[src/rtl/fpu_pkg.sv]
`default_nettype none
// ============================================================================
// Module      : fpu_pkg
// Description : Shared definitions for the FPU decode stage: instruction
//               field offsets, opcode encoding, sizing constants, the issue
//               payload struct and small helper functions.
// Revision    : 1.0 - initial release
// ============================================================================
package fpu_pkg;

    localparam int FP_NUM_REGS = 32;
    localparam int FP_XLEN     = 32;
    localparam int FP_IMM_W    = 13;
    localparam int FP_REG_AW   = 5;

    // Instruction layout: [31:28] op, [27:23] rd, [22:18] rs1, [17:13] rs2, [12:0] imm
    localparam int F_OP_LSB  = 28;
    localparam int F_OP_W    = 4;
    localparam int F_RD_LSB  = 23;
    localparam int F_RS1_LSB = 18;
    localparam int F_RS2_LSB = 13;
    localparam int F_IMM_LSB = 0;

    typedef enum logic [F_OP_W-1:0] {
        OP_FADD  = 4'd0,
        OP_FSUB  = 4'd1,
        OP_FADDI = 4'd2
    } fpu_op_e;

    typedef struct packed {
        logic [FP_XLEN-1:0]   a;
        logic [FP_XLEN-1:0]   b;
        logic [FP_REG_AW-1:0] rd;
    } fp_issue_t;

    // Flip only the IEEE-754 sign bit, turning a + b into a + (-b).
    function automatic logic [FP_XLEN-1:0] fp_neg(input logic [FP_XLEN-1:0] v);
        return {~v[FP_XLEN-1], v[FP_XLEN-2:0]};
    endfunction

    // The immediate occupies the top bits: sign, exponent, top mantissa bits.
    function automatic logic [FP_XLEN-1:0] fp_expand_imm(input logic [FP_IMM_W-1:0] imm);
        return {imm, {(FP_XLEN-FP_IMM_W){1'b0}}};
    endfunction

endpackage
`default_nettype wire

[src/rtl/fpu_decode_stage_if.sv]
`default_nettype none
// ============================================================================
// Module      : fpu_decode_stage_if
// Description : Bundle of the decode stage's instruction input handshake,
//               issue output handshake, write-back port and error pulse.
//               master : upstream/downstream environment driving the stage
//               slave  : the decode stage itself
// Revision    : 1.0 - initial release
// ============================================================================
interface fpu_decode_stage_if #(
    parameter int XLEN = 32
);
    logic            in_valid;
    logic [31:0]     in_instr;
    logic            in_ready;
    logic            issue_valid;
    logic            issue_ready;
    logic [XLEN-1:0] issue_a;
    logic [XLEN-1:0] issue_b;
    logic [4:0]      issue_rd;
    logic            wb_en;
    logic [4:0]      wb_rd;
    logic [XLEN-1:0] wb_data;
    logic            err_illegal;

    modport master (
        output in_valid, in_instr, issue_ready, wb_en, wb_rd, wb_data,
        input  in_ready, issue_valid, issue_a, issue_b, issue_rd, err_illegal
    );

    modport slave (
        input  in_valid, in_instr, issue_ready, wb_en, wb_rd, wb_data,
        output in_ready, issue_valid, issue_a, issue_b, issue_rd, err_illegal
    );
endinterface
`default_nettype wire

[src/rtl/fp_regfile.sv]
`default_nettype none
// ============================================================================
// Module      : fp_regfile
// Description : FP register file, 2 read / 1 write ports, flop array reset
//               to zero. Register 0 always reads as +0.0 and ignores writes.
//               A read of the register being written this cycle returns the
//               write data (write-to-read bypass).
// Ports       : clk, rst_n            clock, async active-low reset
//               i_we/i_waddr/i_wdata  write port
//               i_raddr_a/o_rdata_a   read port A
//               i_raddr_b/o_rdata_b   read port B
// Revision    : 1.0 - initial release
// ============================================================================
module fp_regfile #(
    parameter int NUM_REGS = 32,
    parameter int XLEN     = 32,
    parameter int AW       = 5
) (
    input  wire logic            clk,
    input  wire logic            rst_n,
    input  wire logic            i_we,
    input  wire logic [AW-1:0]   i_waddr,
    input  wire logic [XLEN-1:0] i_wdata,
    input  wire logic [AW-1:0]   i_raddr_a,
    input  wire logic [AW-1:0]   i_raddr_b,
    output logic      [XLEN-1:0] o_rdata_a,
    output logic      [XLEN-1:0] o_rdata_b
);

    logic [XLEN-1:0] r_regs [NUM_REGS];
    logic            w_wr_live;

    assign w_wr_live = i_we && (i_waddr != '0);

    always_ff @(posedge clk or negedge rst_n) begin
        if (!rst_n) begin
            for (int i = 0; i < NUM_REGS; i++) begin
                r_regs[i] <= '0;
            end
        end else if (w_wr_live) begin
            r_regs[i_waddr] <= i_wdata;
        end
    end

    always_comb begin
        o_rdata_a = r_regs[i_raddr_a];
        o_rdata_b = r_regs[i_raddr_b];
        if (w_wr_live && (i_waddr == i_raddr_a)) o_rdata_a = i_wdata;
        if (w_wr_live && (i_waddr == i_raddr_b)) o_rdata_b = i_wdata;
        if (i_raddr_a == '0) o_rdata_a = '0;
        if (i_raddr_b == '0) o_rdata_b = '0;
    end

endmodule
`default_nettype wire

[src/rtl/fpu_decode_stage.sv]
`default_nettype none
// ============================================================================
// Module      : fpu_decode_stage
// Description : Decode stage of the 3-stage FPU pipeline. Decodes FADD,
//               FSUB and FADDI, reads operands (with write-back bypass),
//               tracks RAW/WAW hazards with a busy-bit scoreboard and issues
//               operands to Execute through a valid/ready register.
// Ports       : clk    rising-edge clock
//               rst_n  asynchronous active-low reset
//               bus    fpu_decode_stage_if.slave: instruction in, issue out,
//                      write-back port, one-cycle illegal-opcode pulse
// Revision    : 1.0 - initial release
// ============================================================================
module fpu_decode_stage
    import fpu_pkg::*;
#(
    parameter int NUM_REGS = FP_NUM_REGS,
    parameter int XLEN     = FP_XLEN,
    parameter int IMM_W    = FP_IMM_W
) (
    input  wire logic        clk,
    input  wire logic        rst_n,
    fpu_decode_stage_if.slave bus
);

    // ---------------- field extraction ----------------
    logic [F_OP_W-1:0]    w_op;
    logic [FP_REG_AW-1:0] w_rd;
    logic [FP_REG_AW-1:0] w_rs1;
    logic [FP_REG_AW-1:0] w_rs2;
    logic [IMM_W-1:0]     w_imm;

    assign w_op  = bus.in_instr[F_OP_LSB  +: F_OP_W];
    assign w_rd  = bus.in_instr[F_RD_LSB  +: FP_REG_AW];
    assign w_rs1 = bus.in_instr[F_RS1_LSB +: FP_REG_AW];
    assign w_rs2 = bus.in_instr[F_RS2_LSB +: FP_REG_AW];
    assign w_imm = bus.in_instr[F_IMM_LSB +: IMM_W];

    // ---------------- operand read ----------------
    logic [XLEN-1:0] w_rs1_val;
    logic [XLEN-1:0] w_rs2_val;

    fp_regfile #(
        .NUM_REGS (NUM_REGS),
        .XLEN     (XLEN),
        .AW       (FP_REG_AW)
    ) u_regfile (
        .clk       (clk),
        .rst_n     (rst_n),
        .i_we      (bus.wb_en),
        .i_waddr   (bus.wb_rd),
        .i_wdata   (bus.wb_data),
        .i_raddr_a (w_rs1),
        .i_raddr_b (w_rs2),
        .o_rdata_a (w_rs1_val),
        .o_rdata_b (w_rs2_val)
    );

    // ---------------- decode ----------------
    logic            w_legal;
    logic            w_uses_rs2;
    logic [XLEN-1:0] w_op_b;

    always_comb begin
        w_legal    = 1'b0;
        w_uses_rs2 = 1'b0;
        w_op_b     = w_rs2_val;
        case (w_op)
            OP_FADD: begin
                w_legal    = 1'b1;
                w_uses_rs2 = 1'b1;
            end
            OP_FSUB: begin
                w_legal    = 1'b1;
                w_uses_rs2 = 1'b1;
                w_op_b     = fp_neg(w_rs2_val);
            end
            OP_FADDI: begin
                w_legal    = 1'b1;
                w_op_b     = fp_expand_imm(w_imm);
            end
            default: begin
                w_legal    = 1'b0;
            end
        endcase
    end

    // ---------------- scoreboard ----------------
    logic [NUM_REGS-1:0] r_busy;
    logic [NUM_REGS-1:0] w_wb_clr;
    logic [NUM_REGS-1:0] w_busy_eff;
    logic [NUM_REGS-1:0] w_busy_set;
    logic                w_hazard;
    logic                w_in_ready;
    logic                w_accept;

    logic                r_issue_valid;
    fp_issue_t           r_issue;
    logic                r_err;

    assign w_wb_clr = (bus.wb_en && (bus.wb_rd != '0)) ? (NUM_REGS'(1) << bus.wb_rd) : '0;

    // A write-back landing this cycle already resolves its hazard, so the
    // cleared view of the busy bits is what gates acceptance.
    assign w_busy_eff = r_busy & ~w_wb_clr;

    // Illegal opcodes never read rs2, so only rs1/rd can hold them off.
    assign w_hazard   = w_busy_eff[w_rs1]
                      | (w_uses_rs2 & w_busy_eff[w_rs2])
                      | w_busy_eff[w_rd];

    assign w_in_ready = ~w_hazard & (~r_issue_valid | bus.issue_ready);
    assign w_accept   = bus.in_valid & w_in_ready;

    assign w_busy_set = (w_accept && w_legal && (w_rd != '0)) ? (NUM_REGS'(1) << w_rd) : '0;

    // ---------------- issue register / error pulse ----------------
    always_ff @(posedge clk or negedge rst_n) begin
        if (!rst_n) begin
            r_issue_valid <= 1'b0;
            r_issue       <= '0;
            r_err         <= 1'b0;
            r_busy        <= '0;
        end else begin
            r_err <= w_accept & ~w_legal;
            if (w_accept && w_legal) begin
                r_issue_valid <= 1'b1;
                r_issue.a     <= w_rs1_val;
                r_issue.b     <= w_op_b;
                r_issue.rd    <= w_rd;
            end else if (bus.issue_ready) begin
                r_issue_valid <= 1'b0;
            end
            // Set is applied after clear: the issuing instruction is newer
            // than the one writing back to the same register.
            r_busy <= (r_busy & ~w_wb_clr) | w_busy_set;
        end
    end

    assign bus.in_ready    = w_in_ready;
    assign bus.issue_valid = r_issue_valid;
    assign bus.issue_a     = r_issue.a;
    assign bus.issue_b     = r_issue.b;
    assign bus.issue_rd    = r_issue.rd;
    assign bus.err_illegal = r_err;

endmodule
`default_nettype wire

[src/flat_wrapper.sv]
// flat-port wrapper written by rule: the top's interface ports become plain ports
module fpu_decode_stage_flat import fpu_pkg::*;
#(
    parameter int NUM_REGS = FP_NUM_REGS,
    parameter int XLEN     = FP_XLEN,
    parameter int IMM_W    = FP_IMM_W
)
  (clk, rst_n, bus_in_valid, bus_in_instr, bus_issue_ready, bus_wb_en, bus_wb_rd, bus_wb_data, bus_in_ready, bus_issue_valid, bus_issue_a, bus_issue_b, bus_issue_rd, bus_err_illegal);
  fpu_decode_stage_if #(.XLEN(XLEN)) bus_i ();
  input  wire logic clk;
  input  wire logic rst_n;
  input wire logic [$bits(bus_i.in_valid)-1:0] bus_in_valid;
  input wire logic [$bits(bus_i.in_instr)-1:0] bus_in_instr;
  input wire logic [$bits(bus_i.issue_ready)-1:0] bus_issue_ready;
  input wire logic [$bits(bus_i.wb_en)-1:0] bus_wb_en;
  input wire logic [$bits(bus_i.wb_rd)-1:0] bus_wb_rd;
  input wire logic [$bits(bus_i.wb_data)-1:0] bus_wb_data;
  output wire logic [$bits(bus_i.in_ready)-1:0] bus_in_ready;
  output wire logic [$bits(bus_i.issue_valid)-1:0] bus_issue_valid;
  output wire logic [$bits(bus_i.issue_a)-1:0] bus_issue_a;
  output wire logic [$bits(bus_i.issue_b)-1:0] bus_issue_b;
  output wire logic [$bits(bus_i.issue_rd)-1:0] bus_issue_rd;
  output wire logic [$bits(bus_i.err_illegal)-1:0] bus_err_illegal;
  assign bus_i.in_valid = bus_in_valid;
  assign bus_i.in_instr = bus_in_instr;
  assign bus_i.issue_ready = bus_issue_ready;
  assign bus_i.wb_en = bus_wb_en;
  assign bus_i.wb_rd = bus_wb_rd;
  assign bus_i.wb_data = bus_wb_data;
  assign bus_in_ready = bus_i.in_ready;
  assign bus_issue_valid = bus_i.issue_valid;
  assign bus_issue_a = bus_i.issue_a;
  assign bus_issue_b = bus_i.issue_b;
  assign bus_issue_rd = bus_i.issue_rd;
  assign bus_err_illegal = bus_i.err_illegal;
  fpu_decode_stage #(.NUM_REGS(NUM_REGS), .XLEN(XLEN), .IMM_W(IMM_W)) u_core (.clk(clk), .rst_n(rst_n), .bus(bus_i));
endmodule
[config.mk]
export PLATFORM = sky130hd
export DESIGN_NAME = fpu_decode_stage_flat
export DESIGN_NICKNAME = d
export VERILOG_FILES = /design/src/rtl/fpu_pkg.sv /design/src/rtl/fpu_decode_stage_if.sv /design/src/rtl/fp_regfile.sv /design/src/rtl/fpu_decode_stage.sv /design/src/flat_wrapper.sv
export SDC_FILE = /design/constraint.sdc
export NUM_CORES = 2
export LEC_CHECK = 0
export BUFFER_PORTS_ARGS = -buffer_cell sky130_fd_sc_hd__buf_2
export CORE_ASPECT_RATIO = 1.1
export CORE_MARGIN = 1.5
export CORE_UTILIZATION = 25
export DETAILED_ROUTE_END_ITERATION = 7
export SLEW_MARGIN = 20
export SYNTH_ARGS = -nofsm -noshare
export SYNTH_HDL_FRONTEND = slang
export SYNTH_SLANG_ARGS = --single-unit
[constraint.sdc]
create_clock -name clk -period 5.4 [get_ports clk]
set_clock_uncertainty 0.1 [all_clocks]
set_input_delay 0.27 -clock clk [delete_from_list [all_inputs] [get_ports clk]]
set_output_delay 0.27 -clock clk [all_outputs]
set_load 0.02 [all_outputs]
==> metrics.cfg <==
[finish]
nets=4353
layoutNonFillerInstCount=7540
syn_to_final_growth_pct=14.3
postLayoutCoreUtil_pct=28.7
drive_above_1_share_pct=44.4

[timing]
hold_viol_final=0
drv_slew=0
fin_crit_ns=3.94
fin_crit_sh_pct=72.9
setup_violations=0
fin_ws_ns=1.46
worstMarginPinSlew_ns=1.22
rsz0062_at_grt=false
fmax_ghz=0.254
maxSlewHeadroom_pct=18.4
setup_tns_ns=0

[clock_network]
htreeDepth=3
tritoncts=yes
cts.path.max_buffers=3
hold_buffers=22
clock_sinks=1127
clk_pin_slew_ns=0.06
cts-resized-gates=0
postCtsSetupRepairBufs=0
clockRootBuffer=clkbuf_16
cts_buffers=118
clk_latency_ns=0.76

[placed_design]
dp_slack_ns=1.01
portBuffers=145
dp_cells=7287
gp_congestion=0.932
dp_hpwl_um=120000

[synthesis]
syn_area_um2=60500
synthCells=4361
avgSynthCellArea_um2=13.9
ys_types=69
synth.ff_latch_count=1127
synth-simple-area-share_pct=2.91
muxShareOfSynthArea_pct=40.4
synth_flop_cell=dfrtp_1
synth_fa_ha_area_share_pct=0
synth_top_family_by_area=multiplexers
yosysWarnings=0
synth_edf_count=0
syn_nets=4435
ys_seq_area_share_pct=46.6
synth_async_sr_flop_share_pct=100
synth_largest_area_cell=dfrtp_1
synth_xor_area_share_pct=0.145
synth_compound_area_share_pct=6.63
yosysTopAreaCellShare_pct=46.6
ys_top_cells_by_count=1127 x dfrtp_1, 1035 x mux2_2, 399 x mux4_2, 329 x clkbuf_1, 320 x mux2i_1
synthTopCellsByArea=dfrtp_1 47%, mux2_2 19%, mux4_2 15%
synth.most_common_cell=dfrtp_1

[route]
antenna_left=0
wirelength_um=201000
firstDrtPassIters=7
drc=0
drtIter0Drc=4054
avgRoutedWirePerCell_um=26.6
viasPerCell=5.37
via_count=40500

[worst_hold_path]
worstHoldPathType=in2reg

[die]
placementRows=189
start_util_pct=25.1
core_um2=241000
die-area_um2=245000
fp.dieH_um=519
die_w_um=472
ios=146

[global_routing]
top_usage_layer=met2
grt_pass1_wl_um=294000
grt_pass1_vias=41300
grt_antenna_before_repair=23
grtUsageTotal_pct=16.0
overflow=0
grtUsageMet2_pct=25.4
use_met3_pct=3.60
grtUsageMet1_pct=21.1
grt_max_degree=149

[outcome]
outcome=finished, final reports clean

[pwr]
powerDensity_nw_per_um2=369
p_total_uw=25500
irDropWorstVdd_mv=0.265
p_leak_uw=0.0292

[worst_setup_path]
cp-start-kind=input pin
endpoint_kind=register
path_cells=buf_2, or2_1, o41ai_1, or4_1, buf_4, o2111ai_1, a21oi_1, a2111o_1, dlygate4sd3_1, mux2_2
required_ns=5.94
path_class=in2reg
critical-path-max-stage-delay_ns=0.86
crit_fanout=11
crit_slowest_cell=or4_1
crit_arrival_ns=4.47
reg2reg_slack_ns=1.96

[flow_run]
drv_cap=0

report_power, final:
group / internal [uW] / total [uW] / switching (uW)
Clock: 5160 / 8770 / 3610
Combinational: 2950 / 5390 / 2440
Sequential: 10100 / 11300 / 1230
Total: 18200 / 25500 / 7270
worst max-delay path: cells and delay by family:
kind | cells | cell delay [ns]
multiplexers | 1 | 0.26
buffers and inverters | 3 | 1.06
AND/OR/NAND/NOR | 2 | 1.55
AO/OA/AOI/OAI | 4 | 1.30
layout make-up:
cell class	count	area, um2
clock buffer	179	3520
antenna	9	22.5
clock inverter	42	649
sequential	1127	28200
timing repair buffer	283	2220
fill	24200	172000
tap	3151	3940
inverter	7	28.8
multi-input combinational	2742	30500
cell families after synthesis:
kind of cell	Yosys count
compound gates	563
xor+xnor	10
buf+inv	492
flops	1127
mux	1803
simple gates	366
registers in the layout, indices dropped and copies added (netlist names):
name / count
u_core.u_regfile.r_regs: 1024
u_core.bus.issue_a: 32
u_core.bus.issue_b: 32
u_core.r_busy: 32
u_core.bus.issue_rd: 5
u_core.bus.err_illegal: 1
u_core.bus.issue_valid: 1
per-stage QoR:
step	hold slack, ns	instance area, um2
after floorplan	-0.126	60500
after global placement	0.279	64600
after detailed placement	0.273	64700
after CTS	0.00551	69100
after global routing	0.0479	69100
final	0.0660	69100
metal layers:
metal	vias to the layer above	share of wire, %
met5	-	0.042
met4	14	4.5
met3	464	7.9
met2	1697	46
met1	21700	41
li1	16600	-
placed cells by master (no fill, tap or decap), drive strengths merged, types with 18 or more instances in the layout:
cell type	instances
o211ai	27
a22oi	88
buf	260
clkinv	21
a21oi	70
a32oi	19
nor2	112
o2111ai	18
o21ai	122
nand3	59
mux2	1084
clkbuf	179
and2	21
a221oi	120
o31ai	32
mux2i	320
dfrtp	1127
nand2	104
mux4	399
dlygate4sd3	23
path summary, 6_finish.rpt:
kind / cells after the start / start / end
setup / recovery: 10 / bus_wb_rd[1] / u_core.bus.issue_b[31]$_DFFE_PN0P_
hold / removal: 2 / bus_wb_data[4] / u_core.u_regfile.r_regs[964]$_DFFE_PN0P_
setup reg to reg: 8 / u_core.r_busy[14]$_DFF_PN0_ / u_core.bus.issue_b[2]$_DFFE_PN0P_
hold reg to reg: 0 / u_core.u_regfile.r_regs[1019]$_DFFE_PN0P_ / u_core.u_regfile.r_regs[1019]$_DFFE_PN0P_
max in group asynchronous: 3 / rst_n / u_core.u_regfile.r_regs[107]$_DFFE_PN0P_
min in group asynchronous: 2 / rst_n / u_core.bus.issue_b[27]$_DFFE_PN0P_
Note: power is estimated with default switching activity, not from simulation.
